==> src/rtl/rst_seq_pkg.sv <==
// Shared encodings for the reset sequencer: FSM states, reset-cause codes
// and a helper that sizes counters so they can hold their terminal value.
package rst_seq_pkg;

    typedef enum logic [1:0] {
        ST_HOLD    = 2'd0,
        ST_RELEASE = 2'd1,
        ST_RUN     = 2'd2
    } state_e;

    localparam logic [1:0] CAUSE_POR = 2'b00;
    localparam logic [1:0] CAUSE_EXT = 2'b01;
    localparam logic [1:0] CAUSE_SW  = 2'b10;

    // Width needed to hold 0..max_val inclusive (never less than one bit).
    function automatic int cnt_w(input int max_val);
        return (max_val < 1) ? 1 : $clog2(max_val + 1);
    endfunction

endpackage

==> src/rtl/rst_sync_chain.sv <==
// STAGES-deep synchronizer. arst_n clears the whole chain immediately;
// after arst_n rises the d value needs STAGES clock edges to reach q.
// With d tied high this is the classic async-assert/sync-deassert reset
// synchronizer; with a signal on d it is a plain metastability chain.
module rst_sync_chain #(
    parameter int STAGES = 2
) (
    input  logic clk,
    input  logic arst_n,
    input  logic d,
    output logic q
);

    logic [STAGES-1:0] chain_q;
    logic [STAGES-1:0] chain_d;

    // Shift the input one stage deeper each edge.
    always_comb begin
        chain_d = {chain_q[STAGES-2:0], d};
    end

    // Chain flops, cleared asynchronously.
    always_ff @(posedge clk or negedge arst_n) begin
        if (!arst_n) begin
            chain_q <= '0;
        end else begin
            chain_q <= chain_d;
        end
    end

    assign q = chain_q[STAGES-1];

endmodule

==> src/rtl/rst_seq_ctrl.sv <==
// Reset sequencer: synchronizes the board reset and a glitch-prone external
// reset, holds every channel in reset for HOLD_CYCLES, then releases the
// channels one at a time GAP_CYCLES apart and reports the last reset cause.
module rst_seq_ctrl
    import rst_seq_pkg::*;
#(
    parameter int STAGES      = 2,
    parameter int CHANNELS    = 4,
    parameter int HOLD_CYCLES = 8,
    parameter int GAP_CYCLES  = 4,
    parameter int FILTER_LEN  = 3
) (
    input  logic                clk,
    input  logic                rst,
    input  logic                ext_rst_n,
    input  logic                sw_rst_req,
    output logic [CHANNELS-1:0] sync_rst_n,
    output logic                rst_done,
    output logic [1:0]          rst_cause
);

    localparam int HOLD_W = cnt_w(HOLD_CYCLES);
    localparam int GAP_W  = cnt_w(GAP_CYCLES);
    localparam int FILT_W = cnt_w(FILTER_LEN);
    localparam int CH_W   = cnt_w(CHANNELS);

    localparam logic [HOLD_W-1:0] HOLD_LAST = HOLD_W'(HOLD_CYCLES - 1);
    localparam logic [GAP_W-1:0]  GAP_LAST  = GAP_W'(GAP_CYCLES - 1);
    localparam logic [FILT_W-1:0] FILT_LAST = FILT_W'(FILTER_LEN - 1);
    localparam logic [CH_W-1:0]   CH_LAST   = CH_W'(CHANNELS - 1);

    logic por_n;
    logic ext_sync_n;

    // Power-on reset: asserts with rst, releases STAGES edges after rst rises.
    rst_sync_chain #(.STAGES(STAGES)) u_por_sync (
        .clk    (clk),
        .arst_n (rst),
        .d      (1'b1),
        .q      (por_n)
    );

    // External reset is carried on the data path so a short glitch is not
    // stretched by the chain before the filter has a chance to reject it.
    rst_sync_chain #(.STAGES(STAGES)) u_ext_sync (
        .clk    (clk),
        .arst_n (rst),
        .d      (ext_rst_n),
        .q      (ext_sync_n)
    );

    logic [FILT_W-1:0]   filt_cnt_q, filt_cnt_d;
    logic                ext_trig;
    logic                sw_trig;
    state_e              state_q, state_d;
    logic [HOLD_W-1:0]   hold_cnt_q, hold_cnt_d;
    logic [GAP_W-1:0]    gap_cnt_q, gap_cnt_d;
    logic [CH_W-1:0]     ch_idx_q, ch_idx_d;
    logic [CHANNELS-1:0] sync_rst_n_q, sync_rst_n_d;
    logic                rst_done_q, rst_done_d;
    logic [1:0]          rst_cause_q, rst_cause_d;

    // Glitch filter: the trigger fires on the FILTER_LEN-th consecutive low
    // sample and stays active while the input stays low.
    always_comb begin
        filt_cnt_d = filt_cnt_q;
        ext_trig   = 1'b0;
        if (ext_sync_n) begin
            filt_cnt_d = '0;
        end else if (filt_cnt_q == FILT_LAST) begin
            ext_trig = 1'b1;
        end else begin
            filt_cnt_d = filt_cnt_q + 1'b1;
        end
    end

    // Sequencer next state: triggers win over everything, then hold/release.
    always_comb begin
        state_d      = state_q;
        hold_cnt_d   = hold_cnt_q;
        gap_cnt_d    = gap_cnt_q;
        ch_idx_d     = ch_idx_q;
        sync_rst_n_d = sync_rst_n_q;
        rst_done_d   = rst_done_q;
        rst_cause_d  = rst_cause_q;
        sw_trig      = sw_rst_req && (state_q != ST_HOLD);

        if (ext_trig) begin
            rst_cause_d = CAUSE_EXT;
        end else if (sw_trig) begin
            rst_cause_d = CAUSE_SW;
        end

        if (ext_trig || sw_trig) begin
            state_d      = ST_HOLD;
            hold_cnt_d   = '0;
            gap_cnt_d    = '0;
            ch_idx_d     = '0;
            sync_rst_n_d = '0;
            rst_done_d   = 1'b0;
        end else begin
            case (state_q)
                ST_HOLD: begin
                    if (hold_cnt_q == HOLD_LAST) begin
                        hold_cnt_d      = '0;
                        gap_cnt_d       = '0;
                        ch_idx_d        = CH_W'(1);
                        sync_rst_n_d[0] = 1'b1;
                        if (CHANNELS == 1) begin
                            state_d    = ST_RUN;
                            rst_done_d = 1'b1;
                        end else begin
                            state_d = ST_RELEASE;
                        end
                    end else begin
                        hold_cnt_d = hold_cnt_q + 1'b1;
                    end
                end
                ST_RELEASE: begin
                    if (gap_cnt_q == GAP_LAST) begin
                        gap_cnt_d = '0;
                        ch_idx_d  = ch_idx_q + 1'b1;
                        for (int i = 0; i < CHANNELS; i++) begin
                            if (ch_idx_q == CH_W'(i)) begin
                                sync_rst_n_d[i] = 1'b1;
                            end
                        end
                        if (ch_idx_q == CH_LAST) begin
                            state_d    = ST_RUN;
                            rst_done_d = 1'b1;
                        end
                    end else begin
                        gap_cnt_d = gap_cnt_q + 1'b1;
                    end
                end
                ST_RUN: begin
                    state_d = ST_RUN;
                end
                default: begin
                    state_d = ST_HOLD;
                end
            endcase
        end
    end

    // Sequencer and filter state; the power-on reset overrides asynchronously.
    always_ff @(posedge clk or negedge por_n) begin
        if (!por_n) begin
            filt_cnt_q   <= '0;
            state_q      <= ST_HOLD;
            hold_cnt_q   <= '0;
            gap_cnt_q    <= '0;
            ch_idx_q     <= '0;
            sync_rst_n_q <= '0;
            rst_done_q   <= 1'b0;
            rst_cause_q  <= CAUSE_POR;
        end else begin
            filt_cnt_q   <= filt_cnt_d;
            state_q      <= state_d;
            hold_cnt_q   <= hold_cnt_d;
            gap_cnt_q    <= gap_cnt_d;
            ch_idx_q     <= ch_idx_d;
            sync_rst_n_q <= sync_rst_n_d;
            rst_done_q   <= rst_done_d;
            rst_cause_q  <= rst_cause_d;
        end
    end

    assign sync_rst_n = sync_rst_n_q;
    assign rst_done   = rst_done_q;
    assign rst_cause  = rst_cause_q;

endmodule

==> config.mk <==
export PLATFORM = sky130hd
export DESIGN_NAME = rst_seq_ctrl
export DESIGN_NICKNAME = d
export VERILOG_FILES = /design/src/rtl/rst_seq_pkg.sv /design/src/rtl/rst_sync_chain.sv /design/src/rtl/rst_seq_ctrl.sv
export SDC_FILE = /design/constraint.sdc
export NUM_CORES = 1
export LEC_CHECK = 0
export ABC_CLOCK_PERIOD_IN_PS = 1400
export CORE_MARGIN = 2
export CORE_UTILIZATION = 30
export CTS_BUF_LIST = sky130_fd_sc_hd__clkbuf_4 sky130_fd_sc_hd__clkbuf_8
export CTS_CLUSTER_SIZE = 28
export DETAILED_ROUTE_END_ITERATION = 6
export HOLD_SLACK_MARGIN = 0.06
export PLACE_DENSITY = 0.54
export SYNTH_ARGS = -nofsm -noshare
export SYNTH_HDL_FRONTEND = slang
export SYNTH_HIERARCHICAL = 1
export SYNTH_SLANG_ARGS = --single-unit
==> constraint.sdc <==
create_clock -name clk -period 1.4 [get_ports clk]
set_clock_uncertainty 0.05 [all_clocks]
set_input_delay 0.21 -clock clk [delete_from_list [all_inputs] [get_ports clk]]
set_output_delay 0.21 -clock clk [all_outputs]
set_load 0.005 [all_outputs]
==> results_dict.tcl <==
set metrics [dict create \
    hold_violations 0 \
    cts_tree "built" \
    setup_ws_ns -0.132 \
    synth_fa_ha_area_share_pct 11.4 \
    cp_data_arrival_time_ns 1.70 \
    port_buffers 10 \
    worst_path_largest_cell_delay_ns 0.37 \
    synth_xor_area_share_pct 1.45 \
    gp_congestion 0.801 \
    yosysTopAreaCell "dfrtp_1" \
    antenna_found_initial 0 \
    ys_top_cells_by_count "dfrtp_1, ha_1, nor2_1" \
    rows 23 \
    period_share_pct 109 \
    grt_use_total_pct 13.3 \
    synth_mux_area_share_pct 1.76 \
    syn_avg_cell_area_um2 11.2 \
    ys_seq_area_share_pct 49.7 \
    yosys_warnings 6 \
    maxCapViolations 0 \
    grt_pass1_vias 1003 \
    synth_compound_area_share_pct 14.0 \
    dpl_worst_slack_ns -0.212 \
    powerDensity_nw_per_um2 1870 \
    synth_seq_cells 24 \
    num_io_pins 11 \
    start_kind "flip-flop" \
    crit_fanout 3 \
    period_minus_slack_ns 1.53 \
    reg2reg_depth 6 \
    synthCells 108 \
    peakVddDrop_uv 1060 \
    cts_num_sinks 24 \
    viasPerCell 4.48 \
    syn-cell-area_um2 1210 \
    p_total_mw 3.50 \
    wirelength_mm 2.55 \
    fp.dieW_um 67.5 \
    cts_buffer_depth 2 \
    core_area_um2 3940 \
    failed_checks "setup timing" \
    hold_path.class "in2async" \
    die-area_um2 4550 \
    via_count 946 \
    dr.pass1.iters 4 \
    nFillCells 365 \
    synth_top_area_share_pct 49.7 \
    leakagePower_nw 0.958 \
    setup_violations 10 \
    synth_simple_gate_area_share_pct 17.3 \
    synth.most_common_cell "dfrtp_1" \
    detail-route-antenna-nets 0 \
    grt_max_degree 18 \
    status "finished with violations" \
    grt_pass1_wl_mm 4.42 \
    cp_cell_sequence "inv_1, ha_2, nor2b_4, or3_4, o21ai_4, a22o_1" \
    async_reset_ff_share_pct 100 \
    rsz0062_at_grt "true" \
    htreeDepth 1 \
    cp.required_ns 1.57 \
    wl_per_cell_um 12.1 \
    grt_overflow 0 \
    numCtsBuffers 3 \
    synth_edf_count 0 \
    fmax_ghz 0.653 \
    area_growth_syn_to_layout_pct 54.5 \
    synth_top_family_by_area "simple AND/OR/NAND/NOR gates" \
    fp.dieH_um 67.5 \
    synth.area.top_cells "dfrtp_1, ha_1, nor2_1, inv_1, a22o_1" \
    critPathKind "reg2reg" \
    slew_violations 0 \
    syn-num-nets 123 \
    drt_iter0_markers 14 \
    synthFlopType "dfrtp_1" \
    layout-drive-gt1-share_pct 46.0 \
    cp-end-kind "flip-flop" \
    drc 0 \
    cp_slowest_cell "dfrtp_1" \
    clkTransAtPathRegs_ns 0.09 \
    clk_latency_ns 0.27 \
    dp.final_hpwl_mm 1.80 \
    root_buffer "clkbuf_8" \
    antenna_cells 0 \
    yosysUniqueCellTypes 38 \
    fin_nets 177 \
    initial_core_util_pct 30.7 \
]
==> layout make-up <==
type / count / area (um^2) / share of cell area (%)
clock inverters: 1 / 30.0 / 1.61
flip-flops and latches: 24 / 601 / 32.2
multi-input cells: 73 / 663 / 35.5
inverters: 8 / 30.0 / 1.61
clock buffers: 3 / 41.3 / 2.21
repair buffers: 52 / 439 / 23.5
well taps: 50 / 62.6 / 3.35
==> report_power, final <==
group          total, mW  internal (mW)  switching, mW
combinational       1.90           1.07          0.836
sequential         0.982          0.876          0.106
clock              0.613          0.383          0.230
total               3.50           2.33           1.17
==> routing by layer <==
layer	up-vias	GRT usage, %	part of all wire [%]
li1	472	-	-
met1	456	14.7	44
met2	13	23.4	50
met3	5	4.00	3.6
met4	0	6.12	1.8
met5	-	0	0
==> state kept, by name, summed over array words and instances (netlist names) <==
| register | flops |
|---|---|
| gap_cnt_q | 3 |
| state_q | 2 |
| u_ext_sync/chain_q | 2 |
| hold_cnt_q | 4 |
| ch_idx_q | 3 |
| filt_cnt_q | 2 |
| u_por_sync/chain_q | 2 |
| sync_rst_n | 4 |
| rst_cause | 2 |
==> stage by stage <==
stage	instance area, um^2	hold slack (ns)	TNS (ns)	utilization (%)	std cells
2_1_floorplan	1240	-0.136	-0.768	-	108
4_1_cts	1820	0.0708	-0.883	46.0	208
3_5_place_dp	1590	0.0158	-2.02	40.2	193
3_3_place_gp	1590	0.00139	-1.17	40.2	193
5_1_grt	1870	0.0735	-1.68	47.3	211
6_report	1870	0.0720	-0.751	47.3	211
==> final timing paths <==
| check | from | endpoint | slack (ns) |
|---|---|---|---|
| min reg2reg | u_por_sync/chain_q[1] | hold_cnt_q[0] | 0.19 |
| min in group clk | u_ext_sync/chain_q[0] | u_ext_sync/chain_q[1] | 0.30 |
| max in group asynchronous | u_por_sync/chain_q[1] | filt_cnt_q[0] | 0.55 |
| min | rst | u_ext_sync/chain_q[0] | 0.07 |
| max reg2reg | filt_cnt_q[0] | gap_cnt_q[1] | -0.13 |
| max | filt_cnt_q[0] | gap_cnt_q[1] | -0.13 |
==> cells by family (layout without fill, tap and decap cells) <==
| group | Yosys count | count (layout) |
|---|---|---|
| buffers and inverters | 11 | 64 |
| adder cells (fa/ha/maj) | 11 | 11 |
| flip-flops | 24 | 24 |
| AND/OR/NAND/NOR | 35 | 35 |
| other | 1 | 1 |
| multiplexers | 2 | 2 |
| AO/OA/AOI/OAI | 22 | 22 |
| XOR/XNOR | 2 | 2 |
==> worst max-delay path: cells and delay by family (launching register included) <==
kind | cells | cell delay [ns]
AO/OA/AOI/OAI | 2 | 0.32
adder cells (fa/ha/maj) | 1 | 0.20
buffers and inverters | 1 | 0.05
flip-flops | 1 | 0.37
AND/OR/NAND/NOR | 2 | 0.50
==> timing repair <==
action | in CTS | in global routing
cloned | 0 | 0
hold endpoints to repair | 3 | 0
resized for setup | 23 | 10
buffers inserted | 10 | 3
pin swaps | 9 | 7
endpoints found under the setup margin | 20 | 18
hold buffers | 1 | 0
==> cell usage in the layout, fill, tap and decap left out, types with 2 or more instances in the layout <==
cell type	instances
o21ai_1	2
a22o_1	3
nand2_1	4
xor2_1	2
clkbuf_8	3
a21oi_2	3
nor3b_1	2
nor2_1	11
buf_6	4
dlygate4sd2_1	3
nor2b_1	2
nor2b_4	2
buf_4	37
ha_2	3
dfrtp_1	24
dlymetal6s2s_1	4
inv_1	7
and2_4	2
o21ai_2	2
ha_4	2
ha_1	6
a21oi_1	2
clkdlybuf4s50_1	3
Note: power is estimated with default switching activity, not from simulation.
